`src/rtl/instr_fetch_unit.sv`:
```
// Instruction fetch: drives a combinational ROM, follows J-type jumps locally, queues words in order for decode.
// Latency: a ROM word reaches out_* one cycle after it is presented, when the queue is empty.
// Backpressure: when the queue is full and decode stalls, fetch_pc holds and the same word is re-read.
module instr_fetch_unit #(
    parameter int          DEPTH       = 2,
    parameter logic [31:0] RESET_PC    = 32'h00000000,
    parameter bit          FOLLOW_JUMP = 1'b1
) (
    input  logic                       clk,
    input  logic                       rst,
    output logic [31:0]                imem_addr,
    input  logic [31:0]                imem_data,
    input  logic                       redirect_valid,
    input  logic [31:0]                redirect_pc,
    output logic                       out_valid,
    input  logic                       out_ready,
    output logic [31:0]                out_instr,
    output logic [31:0]                out_pc,
    output logic                       out_jumped,
    output logic [$clog2(DEPTH+1)-1:0] occupancy
);

    localparam int PW = (DEPTH > 1) ? $clog2(DEPTH) : 1;
    localparam int OW = $clog2(DEPTH + 1);

    logic [31:0]    fetch_pc;
    logic [31:0]    q_instr [DEPTH];
    logic [31:0]    q_pc    [DEPTH];
    logic           q_jmp   [DEPTH];
    logic [PW-1:0]  rd_ptr;
    logic [PW-1:0]  wr_ptr;
    logic [OW-1:0]  count;

    logic           pop;
    logic           push;
    logic           full;
    logic           jflag;
    logic [31:0]    pc_plus4;
    logic [31:0]    next_pc;

    function automatic logic [PW-1:0] ptr_inc(input logic [PW-1:0] p);
        return (p == PW'(DEPTH - 1)) ? '0 : p + 1'b1;
    endfunction

    always_comb begin
        full     = (count == OW'(DEPTH));
        pop      = out_valid & out_ready & ~redirect_valid;
        push     = ~redirect_valid & (~full | pop);
        jflag    = FOLLOW_JUMP & (imem_data[31:26] == 6'b000010);
        pc_plus4 = fetch_pc + 32'd4;
        // J-type target keeps the region bits of the sequential successor.
        next_pc  = jflag ? {pc_plus4[31:28], imem_data[25:0], 2'b00} : pc_plus4;
    end

    always_ff @(posedge clk) begin
        if (rst) begin
            fetch_pc <= RESET_PC;
            rd_ptr   <= '0;
            wr_ptr   <= '0;
            count    <= '0;
            for (int i = 0; i < DEPTH; i++) begin
                q_instr[i] <= '0;
                q_pc[i]    <= '0;
                q_jmp[i]   <= 1'b0;
            end
        end else if (redirect_valid) begin
            fetch_pc <= redirect_pc & ~32'd3;
            rd_ptr   <= '0;
            wr_ptr   <= '0;
            count    <= '0;
        end else begin
            if (push) begin
                q_instr[wr_ptr] <= imem_data;
                q_pc[wr_ptr]    <= fetch_pc;
                q_jmp[wr_ptr]   <= jflag;
                wr_ptr          <= ptr_inc(wr_ptr);
                fetch_pc        <= next_pc;
            end
            if (pop)
                rd_ptr <= ptr_inc(rd_ptr);
            case ({push, pop})
                2'b10:   count <= count + 1'b1;
                2'b01:   count <= count - 1'b1;
                default: count <= count;
            endcase
        end
    end

    assign imem_addr  = fetch_pc;
    assign out_valid  = (count != '0);
    assign out_instr  = q_instr[rd_ptr];
    assign out_pc     = q_pc[rd_ptr];
    assign out_jumped = q_jmp[rd_ptr];
    assign occupancy  = count;

endmodule

```
`config.mk`:
```
export PLATFORM = sky130hd
export DESIGN_NAME = instr_fetch_unit
export DESIGN_NICKNAME = d
export VERILOG_FILES = /design/src/rtl/instr_fetch_unit.sv
export SDC_FILE = /design/constraint.sdc
export NUM_CORES = 1
export LEC_CHECK = 0
export BUFFER_PORTS_ARGS = -buffer_cell sky130_fd_sc_hd__buf_2
export CAP_MARGIN = 20
export CORE_ASPECT_RATIO = 0.5
export CORE_UTILIZATION = 60
export CTS_CLUSTER_SIZE = 25
export DETAILED_ROUTE_END_ITERATION = 12
export GPL_ROUTABILITY_DRIVEN = 0
export GPL_TIMING_DRIVEN = 0
export PLACE_DENSITY_LB_ADDON = 0.1
export REMOVE_ABC_BUFFERS = 1
export SLEW_MARGIN = 20
export SYNTH_ARGS = -nofsm -noshare
export SYNTH_HDL_FRONTEND = slang
export SYNTH_SLANG_ARGS = --single-unit
```
`constraint.sdc`:
```
create_clock -name clk -period 14.95 [get_ports clk]
set_input_delay 2.99 -clock clk [delete_from_list [all_inputs] [get_ports clk]]
set_output_delay 2.99 -clock clk [all_outputs]
set_load 0.02 [all_outputs]
```
# ---- Word level (Yosys, flattened, before mapping)
# Memories as Yosys holds them, arrays and structs flattened. A register that Yosys moved wholly into a read port is not among the register bits.
# Index checks and enable logic that the tools add are counted.
# W data, S select, Z words.
dict set report totals {
  latch_bits 0
  mem_count 3
  regBits 36
  output_inout_bits 100
  mem_bits_ro 0
  mem_bits_rw 130
}
dict set report classes {
  multipliers 0
  eq_ne 4
  reduce_logical 7
  order_cmp 0
  div_mod_pow 0
  n_addsub 5
  bitwise 6
  muxes 27
  shifts 0
}
# name depth word_bits rd rd_ports_with_merged_regs wr line
set mem_list {}
lappend mem_list {q_instr 2 32 1 1 2 27} ;# logic [31:0] q_instr [DEPTH];
lappend mem_list {q_pc 2 32 1 1 2 28} ;# logic [31:0] q_pc [DEPTH];
lappend mem_list {q_jmp 2 1 1 1 2 29} ;# logic q_jmp [DEPTH];
# operator count
set op_table {}
lappend op_table {{$mux W32} 4}
lappend op_table {{$reduce_or A32 Y1} 2}
lappend op_table {{$add A32 B3 Y32 const B} 1}
lappend op_table {{$mux W28} 1}
lappend op_table {{$mux W1} 21}
lappend op_table {{$eq A6 B2 Y1 const B} 1}
lappend op_table {{$reduce_bool A2 Y1} 3}
lappend op_table {{$eq A2 B2 Y1 const B} 2}
lappend op_table {{$pmux W2 S2} 1}
lappend op_table {{$and A1 B1 Y1} 3}
lappend op_table {{$add A1 B1 Y1 const B} 2}
lappend op_table {{$add A2 B1 Y2 const B} 1}
lappend op_table {{$eq A2 B1 Y1 const B} 1}
lappend op_table {{$not A1 Y1} 2}
lappend op_table {{$reduce_or A2 Y1} 1}
lappend op_table {{$sub A2 B1 Y2 const B} 1}
lappend op_table {{$or A1 B1 Y1} 1}
lappend op_table {{$reduce_or A1 Y1} 1}

# ---- Longest topological paths before layout
dict set report depth {
  depth_word 11
  depth_mapped 8
  ltp_nobuf 7
}

# ---- Worst setup path after synthesis
# OpenSTA, ideal clock, no wires.
dict set report synth_path {
  path_type {input -> register}
  from {input redirect_valid}
  to {memory q_instr[0][0] (enable)}
  n_path_buf 2
  setup_time_ns 0.501
  path_stages 5
  required_ns 14.449
  arrival_time_ns 6.685
  setup_slack_ns 7.763
  path_cell_list {clkbuf_1 clkbuf_1 nor2_1 inv_1 o21bai_1}
}
# element line
set synth_lines {}
lappend synth_lines {{start, declared} 13} ;# input logic redirect_valid,
lappend synth_lines {{end, declared} 27}

==> results.py <==
metrics = {
    "run_status": {
        "outcome": "finished clean",
    },
    "min_path": {
        "hp-start": "rd_ptr",
        "min_path_cells": 2,
        "whs_endpoint": "rd_ptr",
        "hp-class": "flop to flop",
    },
    "timing": {
        "tightest_slew_ps": 979,
        "slew_violations": 0,
        "post-route-period-util_pct": 35.7,
        "period_needed_ps": 5340,
        "skew_ps": 8.09,
        "rsz0062_at_grt": "false",
        "max_clock_freq_mhz": 187,
        "relSlewSlack_pct": 34.5,
        "final_hold_viol_count": 0,
        "setup_viol": 0,
        "fin_tns_setup_ps": 0,
    },
    "global_route": {
        "antenna_found_initial": 0,
        "grt-ovfl-total": 0,
        "grt_start_max_net_pins": 75,
        "grt_pass1_vias": 6219,
        "track_usage_pct": 30.5,
        "grt_pass1_wl_um": 33400,
    },
    "layout": {
        "regArea_um2": 4650,
        "syn2layout_area_growth_pct": 19.5,
        "nets": 918,
        "final_cell_mix": "buf_2, edfxtp_1, and3_1",
        "layout_commonest_cell": "buf_2",
        "multi_input_area_um2": 3440,
        "fillers": 971,
        "diodes": 0,
        "drive_gt1_share_pct": 34.0,
    },
    "worst_setup_path": {
        "rrSetupSlack_ps": 11910,
        "cp.arrival_ps": 5450,
        "path_delay_family": "simple AND/OR/NAND/NOR gates",
        "path_buf_inv": 3,
        "crit_required_ps": 15060,
        "critPathLaunchType": "input port",
        "cp_slowest_cell": "or2_1",
        "cpPeakStageDelay_ps": 550,
        "endpoint_kind": "flop",
        "r2r_start": "occupancy[0]",
        "reg2reg_depth": 5,
        "r2r-end": "q_pc[0][5]",
        "cp_cell_sequence": "buf_2, or2_1, nor2_4, buf_16, a21o_4, buf_12",
        "crit_type": "input port to flop",
        "crit_fanout": 47,
    },
    "synth": {
        "synth_top_family_by_area": "simple AND/OR/NAND/NOR gates",
        "synth_area_leaders": "edfxtp_1, dfxtp_1, mux2_2",
        "synth_ff_type": "edfxtp_1",
        "synth_compound_area_share_pct": 9.86,
        "synth_mux_area_share_pct": 8.98,
        "netlist.area_leader.share_pct": 46.6,
        "avgSynthCellArea_um2": 11.7,
        "synthArstFlopShare_pct": 0,
        "yosysWarningCount": 0,
        "synth-edff-count": 130,
        "synthAdderAreaFrac_pct": 0.299,
        "syn_inst": 716,
        "synth_area_leader_cell": "edfxtp_1",
        "synth_seq_area_share_pct": 55.5,
        "synth_simple_gate_area_share_pct": 20.7,
        "synth_cell_type_count": 70,
        "synth_xor_area_share_pct": 0.732,
        "syn-cell-area_um2": 8370,
        "ys_ff_latch": 167,
    },
    "cts": {
        "clk_path_buf_depth": 2,
        "cts_buffers": 17,
        "clk_latency_ps": 430,
        "clockRootBuffer": "clkbuf_16",
        "cts_repair_resize_count": 0,
        "cts_sinks": 167,
        "cts_hold_buf": 0,
        "cts_setup_buffers": 0,
        "clkTransAtPathRegs_ps": 60,
        "htreeDepth": 4,
        "cts_tree": "yes",
    },
    "die": {
        "num_rows": 30,
        "dieArea_um2": 14500,
        "die_width_um": 169,
        "die_h_um": 85.5,
        "initial_core_util_pct": 61.6,
        "core_area_um2": 13600,
        "ios": 168,
    },
    "drt": {
        "num_vias": 6652,
        "drt-pass1-iter-count": 5,
        "ant_nets": 0,
        "drc": 0,
        "drt_iter0_markers": 739,
        "wire_per_inst_um": 20.9,
        "viasPerCell": 6.32,
        "drt_wl_total_um": 22000,
    },
    "power_and_ir_drop": {
        "p_total_mw": 1.14,
        "p_per_area_nw_per_um2": 114,
        "leakage_nw": 4.24,
        "peakVddDrop_mv": 0.0958,
    },
    "place": {
        "port-buffer-count": 165,
        "dpl.hpwl_um": 13700,
    },
    "flow_run": {
        "maxCapViolations": 0,
    },
}
==> power by group <==
group	internal, mW	switching [mW]	total [mW]
clock	0.264	0.188	0.452
sequential	0.529	0.0231	0.552
combinational	0.0540	0.0825	0.137
total	0.847	0.294	1.14
==> area by class of cell <==
type	instances	area share [%]
clock buffer	17	4.25
clock inverter	14	1.74
inverter	10	0.375
multi-input combinational	478	34.4
sequential	167	46.5
tap	192	2.40
timing repair buffer	174	10.3
==> flip-flops by register name (all words and copies together) (netlist names), named ones only <==
register and count:
rd_ptr 1, q_jmp 2, occupancy 2, wr_ptr 1, imem_addr 32, q_pc 64
q_instr 64
==> cells by family after synthesis <==
group                      after synthesis
DFF                                    167
adders and majority gates                2
muxes                                   67
AOI/OAI and AO/OA                      118
buffers and inverters                   71
and+or+nand+nor                        284
xor gates and xnor gates                 7
==> per-layer routing <==
layer	vias up	global-route usage (%)	wire length, um
li1	3011	-	-
met1	3242	43.6	9790
met2	363	47.6	9930
met3	36	6.18	1920
met4	0	9.01	312
met5	-	0	0
==> cells in the mapped netlist (2+ instances only) <==
cell	count
xor2_1	3
or4_1	10
dfxtp_1	37
a21oi_1	16
o41ai_1	2
inv_1	10
mux2_2	65
nor2b_1	2
nand3_2	2
ha_1	2
o311ai_1	6
a31oi_1	14
edfxtp_1	130
nand2_1	18
o211ai_1	10
and3_1	81
nor3_1	17
a21o_1	7
o21ai_0	21
buf_6	5
clkbuf_1	42
xnor2_1	4
and2_1	65
and4_1	4
nor3b_1	2
a311o_1	2
and4_4	2
buf_4	3
nand3_1	14
or2_2	2
or3_1	6
a211oi_1	3
mux2i_1	2
o22ai_1	10
nand4_1	15
a221o_1	2
o221ai_1	2
a21boi_0	2
o31a_1	4
o21ai_1	2
nor4_1	12
buf_2	10
nor2_1	21
==> worst max path at each step <==
stage | from | cells past startpoint | slack [ps] | to
after detailed placement | redirect_valid | 6 | 9200 | q_instr[1][21]
after CTS | redirect_valid | 6 | 9630 | q_pc[1][21]
after floorplan | redirect_valid | 3 | 7940 | q_instr[1][0]
final | redirect_valid | 6 | 9610 | q_pc[1][21]
after global placement | redirect_valid | 4 | 4540 | q_instr[1][22]
after global routing | redirect_valid | 6 | 9460 | q_instr[1][19]
==> metrics by stage <==
stage	setup slack, ps	cell area, um^2	util (%)	hold slack [ps]	cells
3_3_place_gp	4540	9150	67.3	485	1012
2_1_floorplan	7940	8080	-	472	655
3_5_place_dp	9200	9400	69.2	488	1021
5_1_grt	9460	10000	73.6	531	1052
6_report	9610	10000	73.6	506	1052
4_1_cts	9630	10000	73.6	506	1052
==> tightest hold or removal path: cells and delay by family, from the launching register on <==
kind,cells,cell delay [ps]
flops,1,320
xor+xnor,1,80
simple gates,1,70
No activity file was read; power rests on OpenSTA's default activity.
